`config.mk`:
```
export PLATFORM = sky130hd
export DESIGN_NAME = delay_timer_arbiter
export DESIGN_NICKNAME = d
export VERILOG_FILES = /design/src/rtl/delay_timer_arbiter_pkg.sv /design/src/rtl/delay_timer_arbiter_rr_pick.sv /design/src/rtl/delay_timer_arbiter.sv
export SDC_FILE = /design/constraint.sdc
export NUM_CORES = 1
export LEC_CHECK = 0
export ABC_AREA = 1
export BUFFER_PORTS_ARGS = -buffer_cell sky130_fd_sc_hd__buf_2
export CAP_MARGIN = 20
export CORE_MARGIN = 1
export CORE_UTILIZATION = 35
export DETAILED_ROUTE_END_ITERATION = 6
export GPL_ROUTABILITY_DRIVEN = 1
export GPL_TIMING_DRIVEN = 0
export PLACE_DENSITY = 0.63
export SYNTH_ARGS = -nofsm -noshare
export SYNTH_HDL_FRONTEND = slang
export SYNTH_HIERARCHICAL = 1
export SYNTH_SLANG_ARGS = --single-unit
```
`constraint.sdc`:
```
create_clock -name clk_in -period 1.8 [get_ports clk_in]
set_input_delay 0 -clock clk_in [delete_from_list [all_inputs] [get_ports clk_in]]
set_output_delay 0 -clock clk_in [all_outputs]
set_load 0.01 [all_outputs]
```
`src/rtl/delay_timer_arbiter_pkg.sv`:
```
// Shared constants and state encoding for the delay timer arbiter family.
// Default values match a 50 kHz system clock with 1 ms ticks.
package delay_timer_arbiter_pkg;

    localparam int DIV_DEFAULT     = 50;
    localparam int DELAY_W_DEFAULT = 8;

    typedef enum logic [1:0] {
        ST_IDLE = 2'd0,
        ST_RUN  = 2'd1,
        ST_DONE = 2'd2
    } state_t;

endpackage

```
`src/rtl/delay_timer_arbiter_rr_pick.sv`:
```
// Combinational round-robin search: first set request at or above the pointer,
// wrapping modulo N (N need not be a power of two).
module rr_pick
    import delay_timer_arbiter_pkg::*;
#(
    parameter int N  = 4,
    parameter int PW = (N > 1) ? $clog2(N) : 1
) (
    input  logic [N-1:0]  req_i,
    input  logic [PW-1:0] ptr_i,
    output logic [PW-1:0] win_o,
    output logic          valid_o
);

    logic [PW:0] idx;

    // Scan from the farthest offset down so the nearest set bit is written last.
    always_comb begin
        win_o   = '0;
        valid_o = |req_i;
        idx     = '0;
        for (int o = N - 1; o >= 0; o--) begin
            idx = {1'b0, ptr_i} + (PW + 1)'(o);
            if (idx >= (PW + 1)'(N)) begin
                idx = idx - (PW + 1)'(N);
            end
            if (req_i[idx[PW-1:0]]) begin
                win_o = idx[PW-1:0];
            end
        end
    end

endmodule

```
`src/rtl/delay_timer_arbiter.sv`:
```
// One shared ms-resolution delay timer, granted round-robin to N_REQ requesters.
// Counts D*DIV clock cycles for the winner, then pulses done for one cycle.
module delay_timer_arbiter
    import delay_timer_arbiter_pkg::*;
#(
    parameter int N_REQ   = 4,
    parameter int DIV     = DIV_DEFAULT,
    parameter int DELAY_W = DELAY_W_DEFAULT
) (
    input  logic                       clk_in,
    input  logic                       reset,
    input  logic [N_REQ-1:0]           req,
    input  logic [N_REQ*DELAY_W-1:0]   delay_ms,
    output logic [N_REQ-1:0]           grant,
    output logic [N_REQ-1:0]           done,
    output logic                       busy,
    output logic                       tick_out
);

    localparam int PW    = (N_REQ > 1) ? $clog2(N_REQ) : 1;
    localparam int PRE_W = (DIV > 1) ? $clog2(DIV) : 1;

    state_t               state_q, state_d;
    logic [PW-1:0]        win_q, win_d;
    logic [PW-1:0]        ptr_q, ptr_d;
    logic [PRE_W-1:0]     presc_q, presc_d;
    logic [DELAY_W-1:0]   ms_q, ms_d;
    logic                 tick_q, tick_d;

    logic [PW-1:0]        pick_win;
    logic                 pick_valid;
    logic [DELAY_W-1:0]   pick_delay;
    logic [PW-1:0]        ptr_next;

    rr_pick #(
        .N  (N_REQ),
        .PW (PW)
    ) u_rr_pick (
        .req_i   (req),
        .ptr_i   (ptr_q),
        .win_o   (pick_win),
        .valid_o (pick_valid)
    );

    assign pick_delay = delay_ms[int'(pick_win)*DELAY_W +: DELAY_W];
    assign ptr_next   = (win_q == PW'(N_REQ - 1)) ? '0 : win_q + PW'(1);

    always_ff @(posedge clk_in) begin
        if (reset) begin
            state_q <= ST_IDLE;
            win_q   <= '0;
            ptr_q   <= '0;
            presc_q <= '0;
            ms_q    <= '0;
            tick_q  <= 1'b0;
        end else begin
            state_q <= state_d;
            win_q   <= win_d;
            ptr_q   <= ptr_d;
            presc_q <= presc_d;
            ms_q    <= ms_d;
            tick_q  <= tick_d;
        end
    end

    always_comb begin
        state_d = state_q;
        win_d   = win_q;
        ptr_d   = ptr_q;
        presc_d = presc_q;
        ms_d    = ms_q;
        tick_d  = 1'b0;
        case (state_q)
            ST_IDLE: begin
                if (pick_valid) begin
                    win_d   = pick_win;
                    ms_d    = pick_delay;
                    presc_d = '0;
                    state_d = (pick_delay == '0) ? ST_DONE : ST_RUN;
                end
            end
            ST_RUN: begin
                // Abort wins over a coincident ms wrap: the owner no longer wants the result.
                if (!req[win_q]) begin
                    state_d = ST_IDLE;
                    ptr_d   = ptr_next;
                    presc_d = '0;
                end else if (presc_q == PRE_W'(DIV - 1)) begin
                    presc_d = '0;
                    tick_d  = 1'b1;
                    if (ms_q != '0) begin
                        ms_d = ms_q - DELAY_W'(1);
                    end
                    if (ms_q <= DELAY_W'(1)) begin
                        state_d = ST_DONE;
                    end
                end else begin
                    presc_d = presc_q + PRE_W'(1);
                end
            end
            ST_DONE: begin
                ptr_d   = ptr_next;
                state_d = ST_IDLE;
            end
            default: begin
                state_d = ST_IDLE;
            end
        endcase
    end

    assign grant    = (state_q == ST_RUN)  ? (N_REQ'(1) << win_q) : '0;
    assign done     = (state_q == ST_DONE) ? (N_REQ'(1) << win_q) : '0;
    assign busy     = (state_q == ST_RUN) || (state_q == ST_DONE);
    assign tick_out = tick_q;

endmodule
```
==> results.ini, run 1 <==
[outcome]
outcome=finished with violations
violations=setup timing

[power]
p_comb_share_pct=81.1
clockPowerShare_pct=5.3
power_leakage_uw=0.00143
switching_power_uw=3180
switching_share_pct=53.6
powerDensity_nw_per_um2=2200
sequentialPowerShare_pct=13.6
p_int_uw=2750
ir_drop_mv=1.63

[timing]
finalHoldViolCount=0
holdWs_ns=0.238
fin_crit_sh_pct=113
fmax_ghz=0.490
worst_slew_pin_slew_ns=0.373
maxSlewViolCount=0
fin_ws_ns=-0.240
post-route-min-period_ns=2.04
rsz0062_at_grt=true
slew_headroom_pct=74.9
clock-skew-final_ns=0.0135
setup_viol=10

[detailed_routing]
drtIter0Drc=108
drtAntennaViolNets=0
wl_per_cell_um=11.3
vias_per_cell=4.78
vias=2252
drcViolationCount=0
detail_route.first_pass.iterations=4
drt_wl_total_um=5300

[floorplan]
dieArea_sq_um=5740
die_w_um=75.8
ios=48
std_cell_rows=26
start_util_pct=36.8
die_y_um=75.8
core_region_area_sq_um=5170

[logic_synthesis]
synth-async-reset-ratio_pct=0
synth_edf_count=0
synth.distinct_cells=26
synthTopCellsByArea=nand2_1 (26%), dfxtp_1 (22%), nand3_1 (11%), inv_1 (7.5%), ha_1 (7.2%)
synth_cells=337
ys.flop_type=dfxtp_1
synth-seq-cells=21
synth_area_sq_um=1910
synth_seq_area_share_pct=22.1
syn_nets=386
avgSynthCellArea_sq_um=5.65
yosys_warnings=6
yosys.area.top_type=nand2_1
synth_top_cell_area_share_pct=25.8

[placement]
dp_hpwl_um=3740
place_congestion=0.924
placed_area_sq_um=2240
dp.cells=454
portBuffers=47

[finish]
syn_to_final_growth_pct=41.3
layout-drive-gt1-share_pct=38.9
layout.nets=451
antenna_cells=0
final_cells=471
fin_area_sq_um=2690
final_util_pct=52.1

[hold_path]
hold_path_startpoint=delay_ms[23]
min_to=ms_q[7]
hold_class=primary input to register
hold_depth=7

[critical_path]
cp-startpoint=ptr_q[0]
regToRegEndpoint=ms_q[3]
end_kind=register
reg2reg_depth=22
r2r_slack_ns=-0.24
path_max_fanout=8
cp-start-kind=register
worstPathArrival_ns=2.20
critPathKind=register to register
required_ns=1.96
r2r_start=ptr_q[0]

[global_routing]
gr-usage-all-layers_pct=19.7
grt_pass1_wl_um=8760
overflow=0
grt_start_max_net_pins=13
antenna_found_initial=0
grt_pass1_vias=2050

[run]
drv_cap=0

[clock_network]
cts_buffer_depth=2
cts_tree=done
cts_buffers=3
cts-htree-levels=1
numClockSinks=21
root_buffer=clkbuf_8
clkLatencyLatePin_ns=0.27
clk_pin_slew_ns=0.09

layout make-up:
| cell class | count | area (sq um) |
|---|---|---|
| well taps | 70 | 87.6 |
| clock inverters | 1 | 5.00 |
| plain buffers | 7 | 72.6 |
| inverters | 43 | 185 |
| clock buffers | 3 | 41.3 |
| flip-flops and latches | 21 | 428 |
| repair buffers | 60 | 347 |
| multi-input cells | 266 | 1530 |
| fillers | 543 | 2480 |
routing by layer:
layer	GRT usage [%]	up-vias	wire, um
met1	25.4	988	2370
met2	34.0	65	2590
met5	0	-	0
met3	3.70	8	266
li1	-	1191	-
met4	3.91	0	72
cells by family (layout without fill, tap and decap cells):
group                    after synthesis  after routing  share of synthesized area, %
adder cells (fa/ha/maj)               11             11                          7.22
AO/OA/AOI/OAI                         32             32                          9.39
AND/OR/NAND/NOR                      220            220                          48.1
buffers and inverters                 50            114                          11.8
flip-flops                            21             21                          22.1
XOR/XNOR                               3              3                          1.38
layout by cell type, fill, tap and decap left out, drive strengths merged, types with 5 or more instances in the layout:
cell / Yosys / layout
nand3: 41 / 41
nor2: 32 / 32
nand2: 137 / 137
inv: 42 / 41
a21oi: 14 / 14
o21ai: 18 / 18
nand4: 5 / 5
dfxtp: 21 / 21
ha: 11 / 11
buf: 6 / 65
worst max-delay path by stage:
| stage | to | slack [ns] | cells past startpoint |
|---|---|---|---|
| floorplan | state_q[0] | 0.01 | 20 |
| global placement | state_q[1] | -0.27 | 21 |
| detailed placement | state_q[1] | -0.29 | 21 |
| CTS | state_q[1] | -0.18 | 22 |
| global route | state_q[1] | -0.40 | 22 |
| finish | ms_q[3] | -0.24 | 22 |
cells in the mapped netlist (2+ instances only):
library cell,instances
a21oi_1,12
buf_6,4
dfxtp_1,21
ha_1,11
inv_1,38
inv_2,3
nand2_1,131
nand2_2,6
nand3_1,41
nand4_1,5
nor2_1,30
nor2_2,2
nor3_1,4
o21ai_0,16
xor2_1,2
power groups by stage:
stage | sequential (uW) | clock (uW) | combinational (uW)
final | 806 | 314 | 4810
after floorplan | 744 | 0 | 2590
after CTS | 783 | 326 | 4290
after detailed placement | 783 | 0 | 3240
after global routing | 830 | 352 | 5350
after global placement | 781 | 0 | 3230
flip-flops by register name (all words and copies together), names as in the netlist:
signal    cells
tick_out      1
ms_q          8
ptr_q         2
state_q       2
presc_q       6
win_q         2
worst max-delay path: stages (launching register included):
cell,delay (ns)
dfxtp_4,0.43
inv_8,0.07
nand2_2,0.06
nand2_2,0.06
nand2_2,0.06
nand2_2,0.05
nand2_2,0.06
nand2_1,0.05
nand2_1,0.05
nand2_1,0.04
inv_1,0.06
buf_6,0.13
inv_8,0.04
buf_6,0.13
nand2_2,0.05
nand3_2,0.08
nand2_2,0.12
buf_4,0.12
nand2_1,0.04
nand2_1,0.06
nand2_1,0.05
nand2_1,0.06
nor2_1,0.04
timing repair:
item                                   CTS  global route
cloned                                   1             0
hold buffers                             1             0
resized for setup                       60            41
buffers inserted                         9             2
setup endpoints to repair               10            18
endpoints found under the hold margin    1             0
pin swaps                               26            23
metrics by stage:
stage / total power, uW / worst slack (ns) / TNS (ns)
6_report: 5930 / -0.240 / -1.50
3_3_place_gp: 4010 / -0.274 / -1.61
3_5_place_dp: 4020 / -0.292 / -1.63
2_1_floorplan: 3330 / 0.0110 / 0
4_1_cts: 5400 / -0.176 / -1.07
5_1_grt: 6540 / -0.397 / -3.25
(Power assumes the default switching activity.)
==> run 2, diff against run 1 <==
Settings changed: ABC_AREA 1 to default, PLACE_DENSITY 0.63 to 0.61, TNS_END_PERCENT from default to 30.
Clock period 1.8 ns to 1.88 ns, I/O delays scaled along.
==> results.ini, run 2 <==
[clock_network]
cts-htree-levels=1
clk_pin_slew_ns=0.08
root_buffer=clkbuf_8
cts_tree=done
numClockSinks=21
ctsHoldBuffers=0
cts_buffers=3
clkLatencyLatePin_ns=0.27
cts_buffer_depth=2

[placement]
portBuffers=47
placed_area_sq_um=2030
place_congestion=0.837
dp_hpwl_um=3070

[finish]
n_fill_cell=478
most-common-layout-cells=buf_2 (47), nand2_1 (22), nor2_1 (21)
final_common_cell=buf_2
largest_register_ffs=8
fin_area_sq_um=2140
top_regs=ms_q (8), presc_q (6)
final_util_pct=45.4
layout.nets=302
syn_to_final_growth_pct=24.6
layout-drive-gt1-share_pct=36.9
antenna_cells=0
regMostFlops=ms_q

[critical_path]
cp-start-kind=register
end_kind=register
critPathKind=register to register
required_ns=2.07
worstPathArrival_ns=2.49
path_max_fanout=9

[floorplan]
core_region_area_sq_um=4720
die_y_um=72.1
start_util_pct=36.4
ios=48
dieArea_sq_um=5200
std_cell_rows=25
die_w_um=72.1

[detailed_routing]
drcViolationCount=0
detail_route.first_pass.iterations=4
vias_per_cell=5.11
drtIter0Drc=68
drt_wl_total_um=4010
wl_per_cell_um=12.6
vias=1630
drtAntennaViolNets=0

[logic_synthesis]
synth-seq-cells=21
synth-async-reset-ratio_pct=0
synth_edf_count=0
synth_cells=198
synthTopCellsByArea=dfxtp_1 (24%), mux4_1 (12%), ha_1 (8.0%), nand2_1 (5.5%), nor2_1 (4.6%)
yosys.area.top_type=dfxtp_1
ys.flop_type=dfxtp_1
synth_area_sq_um=1720
syn_nets=247
synth.distinct_cells=50
yosys-top-cells-count=nand2_1 (25), dfxtp_1 (21), nor2_1 (21), a21oi_1 (11), ha_1 (11)
synth_seq_area_share_pct=24.4
yosysMostFrequentCell=nand2_1
synth_top_cell_area_share_pct=24.4
avgSynthCellArea_sq_um=8.69
yosys_warnings=6

[timing]
worst_slew_pin_slew_ns=0.526
slew_headroom_pct=65.0
fin_crit_sh_pct=123
clock-skew-final_ns=0.00813
setup_viol=6
rsz0062_at_grt=true
post-route-min-period_ns=2.31
fin_ws_ns=-0.425
fmax_ghz=0.434
finalHoldViolCount=0
maxSlewViolCount=0

[outcome]
outcome=finished with violations
violations=setup timing

[global_routing]
grt_pass1_vias=1490
grt_pass1_wl_um=6640
antenna_found_initial=0
overflow=0
gr-usage-all-layers_pct=16.1
grt_start_max_net_pins=13

[power]
ir_drop_mv=0.360
power_leakage_uw=0.000875
powerDensity_nw_per_um2=935

[hold_path]
hold_class=primary input to register

[run]
drv_cap=0

-- run 2: cell types whose count changed after synthesis, sizes merged, moves of 5 or more --
cell,change
and2,+10
nand2,-112
nor4,+5
nand3,-34
nor2,-10
mux4,+9
inv,-34
o21ai,-10
-- run 2: report_power, final --
group          internal (uW)  switching, uW  total [uW]
clock                    148            153         301
sequential               538            105         643
combinational            472            587        1060
total                   1160            845        2000
-- run 2: layout make-up --
cell class / count / area (sq um) / area share [%]
Multi-Input combinational cell: 159 / 1210 / 56.6
Buffer: 10 / 81.3 / 3.79
Inverter: 8 / 30.0 / 1.40
Tap cell: 67 / 83.8 / 3.91
Clock inverter: 1 / 5.00 / 0.234
Clock buffer: 3 / 41.3 / 1.93
Sequential cell: 21 / 430 / 20.1
Timing Repair Buffer: 50 / 258 / 12.0
-- run 2: what timing repair did --
item                       in CTS  in global routing
setup buffers                   2                  1
resized for setup               9                 11
pin swaps                       1                  1
setup endpoints to repair      12                 15
-- run 2: path summary, 6_finish.rpt --
| check | start | endpoint | slack, ns | depth (start not counted) |
|---|---|---|---|---|
| setup / recovery | ptr_q[1] | state_q[1] | -0.43 | 9 |
| hold / removal | reset | ms_q[0] | 0.1 | 3 |
| setup reg to reg | ptr_q[1] | state_q[1] | -0.43 | 9 |
| hold reg to reg | ms_q[4] | ms_q[4] | 0.48 | 2 |
-- run 2: metrics by stage --
step | std cells | hold slack [ns] | power [uW] | setup TNS [ns] | worst slack (ns)
6_report | 319 | 0.0955 | 2000 | -1.54 | -0.425
5_1_grt | 319 | 0.112 | 2180 | -2.52 | -0.574
4_1_cts | 318 | 0.0954 | 1960 | -1.54 | -0.451
3_5_place_dp | 312 | 0.380 | 1630 | -2.00 | -0.496
3_3_place_gp | 312 | 0.378 | 1620 | -1.97 | -0.482
2_1_floorplan | 198 | 0.217 | 1380 | -0.546 | -0.192
-- run 2: cells by family after synthesis --
group	synth area share, %
AO/OA/AOI/OAI	12.5
XOR/XNOR	2.04
adder cells (fa/ha/maj)	8.00
buffers and inverters	6.25
flip-flops	24.4
multiplexers	15.3
AND/OR/NAND/NOR	31.4
-- run 2: per-layer routing --
metal / routed length, um / vias up / part of all wire (%) / track usage (%)
met5: 0 / - / 0 / 0
met4: 37 / 0 / 0.92 / 4.36
met3: 276 / 4 / 6.9 / 3.33
met2: 1800 / 65 / 45 / 25.9
met1: 1900 / 737 / 47 / 22.1
li1: - / 824 / - / -
-- run 2: critical path, stage by stage (launching register included) --
cell	delay, ns
dfxtp_4	0.38
nand2b_1	0.11
a21oi_1	0.07
a211oi_2	0.17
buf_6	0.18
mux4_2	0.58
nor4_4	0.31
nand2_1	0.12
and3b_1	0.19
nor4_2	0.11
